File: config.mk
export PLATFORM = sky130hd
export DESIGN_NAME = uart_transceiver
export DESIGN_NICKNAME = d
export VERILOG_FILES = /design/src/rtl/uart_pkg.sv /design/src/rtl/uart_baud_timer.sv /design/src/rtl/uart_transceiver.sv
export SDC_FILE = /design/constraint.sdc
export NUM_CORES = 1
export LEC_CHECK = 0
export ABC_AREA = 1
export CAP_MARGIN = 15
export CORE_MARGIN = 5
export CORE_UTILIZATION = 45
export DETAILED_ROUTE_END_ITERATION = 16
export GPL_TIMING_DRIVEN = 0
export PLACE_DENSITY = 0.76
export REMOVE_ABC_BUFFERS = 1
export SLEW_MARGIN = 40
export SYNTH_ARGS = -nofsm -noshare
export SYNTH_HDL_FRONTEND = slang
export SYNTH_SLANG_ARGS = --single-unit
File: constraint.sdc
create_clock -name clk -period 2.67 [get_ports clk]
set_input_delay 0.6675 -clock clk [delete_from_list [all_inputs] [get_ports clk]]
set_output_delay 0.6675 -clock clk [all_outputs]
set_load 0.005 [all_outputs]
File: src/rtl/uart_pkg.sv
// rtl/uart_pkg.sv - shared types and default timing for the 8N1 UART
package uart_pkg;

  // 12 MHz clock / 115200 baud = 104 clocks per bit
  localparam int unsigned DEFAULT_BAUD_DIV = 103;
  localparam int unsigned DEFAULT_HALF_BIT = 51;
  localparam int unsigned DATA_BITS        = 8;

  typedef enum logic [1:0] {
    TX_IDLE,
    TX_START,
    TX_DATA,
    TX_STOP
  } tx_state_e;

  typedef enum logic [2:0] {
    RX_IDLE,
    RX_START,
    RX_DATA,
    RX_STOP,
    RX_WAIT_IDLE
  } rx_state_e;

endpackage

File: src/rtl/uart_baud_timer.sv
// rtl/uart_baud_timer.sv - bit-period counter, pulses tick_o at terminal count
// Ports: clk/rst, en_i (count enable), clr_i (sync clear to 0),
//        term_i (terminal count), tick_o (high on the terminal-count cycle).
module uart_baud_timer #(
  parameter int unsigned W = 7
) (
  input  logic         clk,
  input  logic         rst,
  input  logic         en_i,
  input  logic         clr_i,
  input  logic [W-1:0] term_i,
  output logic         tick_o
);

  logic [W-1:0] cnt_q, cnt_d;

  assign tick_o = en_i && (cnt_q == term_i);

  // Wraps to 0 on the tick so back-to-back bit periods need no extra clear.
  always_comb begin
    cnt_d = cnt_q;
    if (clr_i)       cnt_d = '0;
    else if (tick_o) cnt_d = '0;
    else if (en_i)   cnt_d = cnt_q + 1'b1;
  end

  always_ff @(posedge clk or posedge rst) begin
    if (rst) cnt_q <= '0;
    else     cnt_q <= cnt_d;
  end

endmodule

File: src/rtl/uart_transceiver.sv
// rtl/uart_transceiver.sv - full-duplex 8N1 UART, independent TX and RX halves
// Ports: clk/rst; tx_byte/tx_start in, txd/tx_busy out (transmitter);
//        rxd in, rx_byte/rx_valid/rx_error/rx_active out (receiver).
module uart_transceiver
  import uart_pkg::*;
#(
  parameter int unsigned BAUD_DIV = DEFAULT_BAUD_DIV,
  parameter int unsigned HALF_BIT = DEFAULT_HALF_BIT
) (
  input  logic       clk,
  input  logic       rst,
  input  logic [7:0] tx_byte,
  input  logic       tx_start,
  output logic       txd,
  output logic       tx_busy,
  input  logic       rxd,
  output logic [7:0] rx_byte,
  output logic       rx_valid,
  output logic       rx_error,
  output logic       rx_active
);

  localparam int unsigned   CW        = $clog2(BAUD_DIV + 1);
  localparam logic [CW-1:0] BAUD_TERM = CW'(BAUD_DIV);
  localparam logic [CW-1:0] HALF_TERM = CW'(HALF_BIT);
  localparam logic [2:0]    LAST_BIT  = 3'(DATA_BITS - 1);

  // ---------------- transmitter ----------------
  tx_state_e  tx_state_q, tx_state_d;
  logic [7:0] tx_shift_q, tx_shift_d;
  logic [2:0] tx_bit_q, tx_bit_d;
  logic       txd_q, txd_d;
  logic       tx_tick;

  uart_baud_timer #(.W(CW)) u_tx_timer (
    .clk    (clk),
    .rst    (rst),
    .en_i   (tx_state_q != TX_IDLE),
    .clr_i  (tx_state_q == TX_IDLE),
    .term_i (BAUD_TERM),
    .tick_o (tx_tick)
  );

  // txd is registered and computed from the next state so the pin never glitches.
  always_comb begin
    tx_state_d = tx_state_q;
    tx_shift_d = tx_shift_q;
    tx_bit_d   = tx_bit_q;
    txd_d      = txd_q;
    case (tx_state_q)
      TX_IDLE: begin
        txd_d = 1'b1;
        if (tx_start) begin
          tx_shift_d = tx_byte;
          tx_state_d = TX_START;
          txd_d      = 1'b0;
        end
      end
      TX_START: if (tx_tick) begin
        tx_state_d = TX_DATA;
        tx_bit_d   = '0;
        txd_d      = tx_shift_q[0];
      end
      TX_DATA: if (tx_tick) begin
        if (tx_bit_q == LAST_BIT) begin
          tx_state_d = TX_STOP;
          txd_d      = 1'b1;
        end else begin
          tx_bit_d   = tx_bit_q + 1'b1;
          tx_shift_d = {1'b0, tx_shift_q[7:1]};
          txd_d      = tx_shift_q[1];
        end
      end
      TX_STOP: if (tx_tick) begin
        tx_state_d = TX_IDLE;
        txd_d      = 1'b1;
      end
      default: tx_state_d = TX_IDLE;
    endcase
  end

  always_ff @(posedge clk or posedge rst) begin
    if (rst) begin
      tx_state_q <= TX_IDLE;
      tx_shift_q <= '0;
      tx_bit_q   <= '0;
      txd_q      <= 1'b1;
    end else begin
      tx_state_q <= tx_state_d;
      tx_shift_q <= tx_shift_d;
      tx_bit_q   <= tx_bit_d;
      txd_q      <= txd_d;
    end
  end

  assign txd     = txd_q;
  assign tx_busy = (tx_state_q != TX_IDLE);

  // ---------------- receiver ----------------
  rx_state_e  rx_state_q, rx_state_d;
  logic [7:0] rx_shift_q, rx_shift_d;
  logic [2:0] rx_bit_q, rx_bit_d;
  logic [7:0] rx_byte_q, rx_byte_d;
  logic       rx_valid_q, rx_valid_d;
  logic       rx_error_q, rx_error_d;
  logic       rx_s1_q, rx_s2_q;
  logic       rx_timing, rx_tick;

  assign rx_timing = (rx_state_q == RX_START) || (rx_state_q == RX_DATA) ||
                     (rx_state_q == RX_STOP);

  // The start bit uses a half-period so every later sample lands mid-bit.
  uart_baud_timer #(.W(CW)) u_rx_timer (
    .clk    (clk),
    .rst    (rst),
    .en_i   (rx_timing),
    .clr_i  (!rx_timing),
    .term_i ((rx_state_q == RX_START) ? HALF_TERM : BAUD_TERM),
    .tick_o (rx_tick)
  );

  always_comb begin
    rx_state_d = rx_state_q;
    rx_shift_d = rx_shift_q;
    rx_bit_d   = rx_bit_q;
    rx_byte_d  = rx_byte_q;
    rx_valid_d = 1'b0;
    rx_error_d = 1'b0;
    case (rx_state_q)
      RX_IDLE: if (!rx_s2_q) rx_state_d = RX_START;
      RX_START: if (rx_tick) begin
        if (!rx_s2_q) begin
          rx_state_d = RX_DATA;
          rx_bit_d   = '0;
        end else begin
          rx_state_d = RX_IDLE;  // glitch shorter than half a bit
        end
      end
      RX_DATA: if (rx_tick) begin
        rx_shift_d = {rx_s2_q, rx_shift_q[7:1]};
        if (rx_bit_q == LAST_BIT) rx_state_d = RX_STOP;
        else                      rx_bit_d   = rx_bit_q + 1'b1;
      end
      RX_STOP: if (rx_tick) begin
        if (rx_s2_q) begin
          rx_byte_d  = rx_shift_q;
          rx_valid_d = 1'b1;
          rx_state_d = RX_IDLE;
        end else begin
          rx_error_d = 1'b1;
          rx_state_d = RX_WAIT_IDLE;
        end
      end
      // A break (line held low) must not be taken as a new start bit.
      RX_WAIT_IDLE: if (rx_s2_q) rx_state_d = RX_IDLE;
      default: rx_state_d = RX_IDLE;
    endcase
  end

  always_ff @(posedge clk or posedge rst) begin
    if (rst) begin
      rx_s1_q    <= 1'b1;
      rx_s2_q    <= 1'b1;
      rx_state_q <= RX_IDLE;
      rx_shift_q <= '0;
      rx_bit_q   <= '0;
      rx_byte_q  <= '0;
      rx_valid_q <= 1'b0;
      rx_error_q <= 1'b0;
    end else begin
      rx_s1_q    <= rxd;
      rx_s2_q    <= rx_s1_q;
      rx_state_q <= rx_state_d;
      rx_shift_q <= rx_shift_d;
      rx_bit_q   <= rx_bit_d;
      rx_byte_q  <= rx_byte_d;
      rx_valid_q <= rx_valid_d;
      rx_error_q <= rx_error_d;
    end
  end

  assign rx_byte   = rx_byte_q;
  assign rx_valid  = rx_valid_q;
  assign rx_error  = rx_error_q;
  assign rx_active = (rx_state_q != RX_IDLE);

endmodule

==> results.md, run 1 <==
* Count of final setup violators at 0
* Final cell count without fillers at 396
* Path class of the lowest-slack min-delay path: reg2reg
* RePlAce Congestion at 0.788
* Internal cell power at 1460 µW
* Number of global-route vias before repair at 1868
* DP Area at 2950 µm²
* Clock sinks at 54
* I/O pins at 25
* Leakage at 0.00142 µW
* Number of hold violations in the final report at 0
* First-pass iteration count of the detailed router at 4
* Worst setup path category: reg2out
* Routed via count at 1955
* Maximum number of pins on one net before global-route repair at 42
* Fraction of layout cells with a size suffix above 1 at 8.02%
* Worst EP arrival at 1740 ps
* Placed Cells at 388
* Proportion of power drawn by combinational gates at 28.0%
* Req. time, crit path at 2000 ps
* Slew at the pin with the worst max-slew slack at 517 ps
* Global-route congestion overflow total at 0
* Clock slew at reported path FFs at 90 ps
* Max-capacitance violation count at 0
* Die Area at 7460 µm²
* Final standard cell area without fillers at 3060 µm²
* Number of antenna violations at the first check in global routing at 0
* Number of antenna cells inserted at 0
* Seq cells post-synth at 54
* Cell area after synthesis at 2630 µm²
* Max rail drop VDD at 0.000586 V
* Maximum fanout along the worst path at 9
* Cells after Synth at 296
* Syn-to-layout area delta at 16.6%
* Half-perimeter wire length after placement at 3.28 mm
* CTS Hold Bufs at 0
* DIE HEIGHT at 86.4 µm
* Final Worst Setup Slack at 261 ps
* Num CTS Buffers at 5
* Number of distinct library cells after synthesis at 31
* Port Buf Inserts at 24
* Fin crit share at 90.2%
* Wirelength per Cell at 11.2 µm
* Final-layout worst hold slack at 361 ps
* Pre-CTS setup slack at 612 ps
* Final WL at 4.45 mm
* Clock Tree Buf Depth at 2
* Unrepaired setup endpoints after global routing: no
* Endpoint kind of the worst setup timing path: output port
* Number of rows created at floorplan at 27
* Layout Nets at 346
* Global router's overall resource usage at 13.0%
* Final period demand of the worst path at 2410 ps
* Post-CTS Setup Bufs at 0
* Starting utilization of the core area at 47.1%
* Critical Path Source Type: flip-flop
* Number of gates resized after CTS at 0
* Part of the total power dissipated in sequential elements at 46.7%
* Power density over the cells at 702 nW/µm²
* Iter 0 DRT Violations at 53
* Die Span X at 86.4 µm
* Global-route wire length before repair at 7.92 mm
* Synthesized area per cell at 8.87 µm²
* Core Area at 5570 µm²
* Vias per cell at 4.94
* Fraction of power spent switching nets at 32.1%
* Setup Skew at 5.38 ps
* Worst-Skew Late Latency at 310 ps
* Relative max-transition margin at 65.5%
* Fraction of power consumed by the clock network at 25.3%
* Maximum level of the CTS H-tree at 2
* Clock tree root driver cell: sky130_fd_sc_hd__clkbuf_8
* Portion of the post-synthesis area used by sequential elements at 51.6%
* Antenna Nets Post-Route at 0
* Switching power of the nets at 689 µW
* TritonCTS clock tree: built
* Result of the run: completed
* Count of warnings emitted by yosys at 0
* Pins Over Slew Limit at 0
* Post-route DRC at 0
* Highest Clock Rate at 0.415 GHz
## flip-flops by register name, indices dropped and copies added (netlist names)
register / count
rx_byte: 8
rx_shift_q: 8
tx_shift_q: 8
u_rx_timer.cnt_q: 7
u_tx_timer.cnt_q: 7
rx_bit_q: 3
rx_state_q: 3
tx_bit_q: 3
tx_state_q: 2
rx_error: 1
rx_s1_q: 1
rx_s2_q: 1
rx_valid: 1
txd: 1
## Yosys cell counts
master | n | area [µm²]
sky130_fd_sc_hd__nand2_1 | 69 | 259
sky130_fd_sc_hd__dfrtp_1 | 51 | 1280
sky130_fd_sc_hd__inv_1 | 34 | 128
sky130_fd_sc_hd__nor2_1 | 25 | 93.8
sky130_fd_sc_hd__nand3_1 | 20 | 100
sky130_fd_sc_hd__o21ai_0 | 16 | 80.1
sky130_fd_sc_hd__o21ai_1 | 16 | 80.1
sky130_fd_sc_hd__ha_1 | 11 | 138
sky130_fd_sc_hd__a21oi_1 | 6 | 30.0
sky130_fd_sc_hd__mux2i_1 | 6 | 60.1
sky130_fd_sc_hd__nand4_1 | 5 | 31.3
sky130_fd_sc_hd__buf_2 | 4 | 20.0
sky130_fd_sc_hd__dfstp_2 | 3 | 78.8
sky130_fd_sc_hd__inv_2 | 3 | 11.3
sky130_fd_sc_hd__nand2_2 | 3 | 18.8
sky130_fd_sc_hd__xor2_1 | 3 | 26.3
sky130_fd_sc_hd__a21boi_0 | 2 | 15.0
sky130_fd_sc_hd__nand3b_1 | 2 | 15.0
sky130_fd_sc_hd__nor2_4 | 2 | 22.5
sky130_fd_sc_hd__o21a_1 | 2 | 15.0
sky130_fd_sc_hd__o21ai_2 | 2 | 17.5
sky130_fd_sc_hd__or2_1 | 2 | 12.5
sky130_fd_sc_hd__a211oi_1 | 1 | 7.51
sky130_fd_sc_hd__a2bb2oi_1 | 1 | 8.76
sky130_fd_sc_hd__buf_4 | 1 | 7.51
sky130_fd_sc_hd__nand3_4 | 1 | 17.5
sky130_fd_sc_hd__nand3b_4 | 1 | 20.0
sky130_fd_sc_hd__nand4_2 | 1 | 12.5
sky130_fd_sc_hd__nor3b_1 | 1 | 7.51
sky130_fd_sc_hd__or2_2 | 1 | 6.26
sky130_fd_sc_hd__xnor2_1 | 1 | 8.76
## area by class of cell
type / instances / area, µm²
clock inverters: 2 / 37.5
clock buffers: 6 / 72.6
flip-flops and latches: 54 / 1360
inverters: 37 / 141
well taps: 72 / 90.1
repair buffers: 25 / 260
fillers: 530 / 2510
multi-input cells: 200 / 1100
## final timing paths
check                               from  cells past startpoint             to  slack [ps]
max                        tx_state_q[0]                      4        tx_busy         260
max in group asynchronous            rst                      3        rx_s2_q        1540
max reg2reg                tx_state_q[0]                      6  tx_shift_q[1]         600
min reg2reg                      rx_s1_q                      0        rx_s2_q         360
min in group asynchronous            rst                      2  rx_state_q[1]         610
min                              rx_s1_q                      0        rx_s2_q         360
## cell families (layout without fill, tap and decap cells)
logic type                 after synthesis  after routing  share of synthesized area [%]
AOI/OAI and AO/OA                       46             46                           9.68
buffers and inverters                   42             70                           6.34
xor gates and xnor gates                 4              4                           1.33
and+or+nand+nor                        133            133                           23.5
muxes                                    6              6                           2.29
DFF                                     54             54                           51.6
adders and majority gates               11             11                           5.24
## critical path, cell delays in order, from the launching register on
cell and delay [ps]:
sky130_fd_sc_hd__dfrtp_1 390, sky130_fd_sc_hd__inv_1 100, sky130_fd_sc_hd__ha_1 260, sky130_fd_sc_hd__inv_2 150
sky130_fd_sc_hd__clkdlybuf4s50_1 530
## per-layer routing
layer | GRT usage [%] | wire, µm
met2 | 20.7 | 2020
met1 | 17.2 | 2160
met4 | 5.67 | 80
met5 | 0 | 0
met3 | 2.57 | 182
## stage by stage
step	setup TNS, ps	total power, µW	util [%]
6_report	0	2150	54.9
5_1_grt	0	2330	54.9
4_1_cts	0	2180	54.9
3_5_place_dp	0	1630	52.9
3_3_place_gp	-15630	1600	52.5
2_1_floorplan	0	1460	-
## power by group through the flow
stage	Clock [µW]	Sequential, µW	Combinational, µW
3_3_place_gp	0	1010	587
4_1_cts	567	1000	612
6_report	543	1000	602
3_5_place_dp	0	1020	610
2_1_floorplan	0	1000	457
5_1_grt	593	1020	720
## cells in the final DEF (no fill, tap or decap)
master                            count
sky130_fd_sc_hd__o21ai_0             16
sky130_fd_sc_hd__or2_1                2
sky130_fd_sc_hd__nand3b_4             1
sky130_fd_sc_hd__inv_1               33
sky130_fd_sc_hd__nand2_1             69
sky130_fd_sc_hd__nand4_1              5
sky130_fd_sc_hd__nand4_2              1
sky130_fd_sc_hd__o21ai_2              2
sky130_fd_sc_hd__nor2_4               2
sky130_fd_sc_hd__dfstp_2              3
sky130_fd_sc_hd__xnor2_1              1
sky130_fd_sc_hd__o21ai_1             16
sky130_fd_sc_hd__o21a_1               2
sky130_fd_sc_hd__ha_1                11
sky130_fd_sc_hd__a21oi_1              6
sky130_fd_sc_hd__inv_2                3
sky130_fd_sc_hd__dfrtp_1             51
sky130_fd_sc_hd__or2_2                1
sky130_fd_sc_hd__clkinvlp_4           1
sky130_fd_sc_hd__buf_12               1
sky130_fd_sc_hd__inv_4                1
sky130_fd_sc_hd__clkbuf_8             5
sky130_fd_sc_hd__nand2_2              3
sky130_fd_sc_hd__xor2_1               3
sky130_fd_sc_hd__a2bb2oi_1            1
sky130_fd_sc_hd__nand3_4              1
sky130_fd_sc_hd__mux2i_1              6
sky130_fd_sc_hd__clkdlybuf4s50_1     24
sky130_fd_sc_hd__bufinv_16            1
sky130_fd_sc_hd__clkbuf_1             1
sky130_fd_sc_hd__a21boi_0             2
sky130_fd_sc_hd__a211oi_1             1
sky130_fd_sc_hd__nor3b_1              1
sky130_fd_sc_hd__nand3b_1             2
sky130_fd_sc_hd__nand3_1             20
sky130_fd_sc_hd__nor2_1              25
Power figures use the tool's default switching activity.
==> run 2, diff against run 1 <==
--- a/config.mk
+++ b/config.mk
@@ -7,6 +7,7 @@
 export LEC_CHECK = 0
 export ABC_AREA = 1
 export CAP_MARGIN = 15
+export CORE_ASPECT_RATIO = 0.5
 export CORE_MARGIN = 5
 export CORE_UTILIZATION = 45
 export DETAILED_ROUTE_END_ITERATION = 16
==> run 2 against run 1 <==
  * Sequential share of layout area fell by 0.80 points
  * Clock power rose by 33%
  * Power rose by 8.6%
  * Clock skew fell by 3.1 ps
  * First-iteration DRC count rose by 91%
  * Flip-flop and latch count did not move
  * Critical path depth did not move
  * Count of clock-buffer cells in the layout fell by 1
  * Combinational power rose by 1%
  * Critical endpoint unchanged
  * Highest routed layer unchanged
==> results.md, run 2 (synthesis gave the netlist of run 1 again) <==
* Wirelength per Cell at 11.6 µm (was 11.2 µm)
* Clock sinks at 54 (unchanged)
* Number of hold violations in the final report at 0 (unchanged)
* Maximum fanout along the worst path at 9 (unchanged)
* Most frequent standard cell in the layout excluding fill and tap cells: sky130_fd_sc_hd__nand2_1 (unchanged)
* Vias per cell at 4.92 (was 4.94)
* Clock Tree Buf Depth at 2 (unchanged)
* Final period demand of the worst path at 2370 ps (was 2410 ps)
* Layout Nets at 346 (unchanged)
* Result of the run: completed (unchanged)
* Global-route congestion overflow total at 0 (unchanged)
* TritonCTS clock tree: built (unchanged)
* Path class of the lowest-slack min-delay path: reg2reg (unchanged)
* Global-route wire length before repair at 8.42 mm (was 7.92 mm)
* Max rail drop VDD at 0.000380 V (was 0.000586 V)
* Highest Clock Rate at 0.422 GHz (was 0.415 GHz)
* Global router's overall resource usage at 13.3% (was 13.0%)
* Starting utilization of the core area at 47.2% (was 47.1%)
* Port Buf Inserts at 24 (unchanged)
* DIE HEIGHT at 64.0 µm (was 86.4 µm)
* Num CTS Buffers at 5 (unchanged)
* Clock slew at reported path FFs at 70 ps (was 90 ps)
* Number of antenna cells inserted at 0 (unchanged)
* Worst EP arrival at 1700 ps (was 1740 ps)
* Count of final setup violators at 0 (unchanged)
* Clock tree root driver cell: sky130_fd_sc_hd__clkbuf_16 (was sky130_fd_sc_hd__clkbuf_8)
* RePlAce Congestion at 0.725 (was 0.788)
* Core Area at 5560 µm² (was 5570 µm²)
* First-pass iteration count of the detailed router at 4 (unchanged)
* Worst-Skew Late Latency at 290 ps (was 310 ps)
* Leakage at 0.00145 µW (was 0.00142 µW)
* Die Span X at 118 µm (was 86.4 µm)
* Final WL at 4.62 mm (was 4.45 mm)
* Pins Over Slew Limit at 0 (unchanged)
* Slew at the pin with the worst max-slew slack at 522 ps (was 517 ps)
* Commonest non-fill, non-tap cells in the layout: sky130_fd_sc_hd__nand2_1, sky130_fd_sc_hd__dfrtp_1, sky130_fd_sc_hd__inv_1, sky130_fd_sc_hd__nor2_1, sky130_fd_sc_hd__clkdlybuf4s50_1 (unchanged)
* Number of gates resized after CTS at 0 (unchanged)
* Total area of sequential cells at 1360 µm² (unchanged)
* CTS Hold Bufs at 0 (unchanged)
* Final cell count without fillers at 397 (was 396)
* Relative max-transition margin at 65.2% (was 65.5%)
* Endpoint kind of the worst setup timing path: output port (unchanged)
* Setup Skew at 2.25 ps (was 5.38 ps)
* Number of rows created at floorplan at 19 (was 27)
* Final Worst Setup Slack at 298 ps (was 261 ps)
* Layout filler cell count at 479 (was 530)
* Count of buffering cells on the critical path with inverters included at 3 (unchanged)
* Multi-input logic area at 1100 µm² (unchanged)
* Worst setup path category: reg2out (unchanged)
* CP max-delay cell: sky130_fd_sc_hd__clkdlybuf4s50_1 (unchanged)
* Number of antenna violations at the first check in global routing at 0 (unchanged)
* Critical Path Max Stage Delay at 520 ps (was 530 ps)
* Max-capacitance violation count at 0 (unchanged)
* Maximum number of pins on one net before global-route repair at 29 (was 42)
* Fin crit share at 88.8% (was 90.2%)
* Routed via count at 1954 (was 1955)
* I/O pins at 25 (unchanged)
* Req. time, crit path at 2000 ps (about the same)
* Syn-to-layout area delta at 18.7% (was 16.6%)
* Power density over the cells at 749 nW/µm² (was 702 nW/µm²)
* Post-route DRC at 0 (unchanged)
* Cell breakdown of the critical path: inv_1, ha_1, inv_2, clkdlybuf4s50_1 (unchanged)
* Number of global-route vias before repair at 1962 (was 1868)
* Post-CTS Setup Bufs at 0 (unchanged)
* Die Area at 7550 µm² (was 7460 µm²)
* Fraction of layout cells with a size suffix above 1 at 8.33% (was 8.02%)
* Critical Path Source Type: flip-flop (unchanged)
* Pre-CTS setup slack at 574 ps (was 612 ps)
* Unrepaired setup endpoints after global routing: no (unchanged)
* Antenna Nets Post-Route at 0 (unchanged)
* Iter 0 DRT Violations at 101 (was 53)
* Half-perimeter wire length after placement at 3.43 mm (was 3.28 mm)
* CP delay by family, top: buffers and inverters (unchanged)
* Placed Cells at 389 (was 388)
* Maximum level of the CTS H-tree at 2 (unchanged)
## run 2: cell count changes in the layout (fill, tap and decap cells not counted)
| cell | delta |
|---|---|
| sky130_fd_sc_hd__clkbuf_8 | -5 |
| sky130_fd_sc_hd__clkinvlp_4 | -1 |
| sky130_fd_sc_hd__clkbuf_1 | -1 |
| sky130_fd_sc_hd__clkinv_2 | +2 |
| sky130_fd_sc_hd__clkbuf_16 | +5 |
## run 2: layout make-up
| type | instances | share of cell area, % |
|---|---|---|
| clock inverters | 3 | 1.28 |
| clock buffers | 5 | 4.01 |
| multi-input cells | 200 | 35.4 |
| flip-flops and latches | 54 | 43.5 |
| repair buffers | 25 | 8.35 |
| inverters | 37 | 4.54 |
| well taps | 73 | 2.93 |
## run 2: stage by stage
step	cell area [µm²]	TNS [ps]	hold slack (ps)	util (%)	power, µW
floorplan	2600	0	345	-	1460
global placement	2930	-11550	346	52.7	1600
detailed placement	2950	0	353	53.1	1630
CTS	3120	0	360	56.0	2360
global route	3120	0	367	56.0	2510
finish	3120	0	359	56.0	2330
## run 2: final timing paths
check,startpoint,end,slack (ps),cells after the start
hold / removal,rx_s1_q,rx_s2_q,360,0
min in group asynchronous,rst,rx_byte[3],700,2
hold reg to reg,rx_s1_q,rx_s2_q,360,0
setup / recovery,tx_state_q[0],tx_busy,300,4
max in group asynchronous,rst,txd,1440,3
setup reg to reg,tx_state_q[0],tx_shift_q[6],590,6
## run 2: metal layers
| metal | track usage (%) | vias to the layer above | wire length (µm) |
|---|---|---|---|
| met5 | 0 | - | 0 |
| met4 | 4.29 | 0 | 61 |
| met3 | 2.73 | 7 | 89 |
| met2 | 26.0 | 14 | 2460 |
| met1 | 14.6 | 925 | 2000 |
| li1 | - | 1008 | - |
## run 2: where the power goes
part           internal (µW)  leakage (µW)  switching [µW]  total (µW)
registers                935      0.000710            65.7        1000
logic                    245      0.000660             365         611
clock network            439     0.0000836             283         722
## run 2: worst register-to-register path, cell delays in order (launching register included)
cell and delay (ps):
sky130_fd_sc_hd__dfrtp_1 400, sky130_fd_sc_hd__inv_1 130, sky130_fd_sc_hd__ha_1 500, sky130_fd_sc_hd__nor2_1 110
sky130_fd_sc_hd__nor2_1 130, sky130_fd_sc_hd__nand3_1 370, sky130_fd_sc_hd__o21ai_0 330
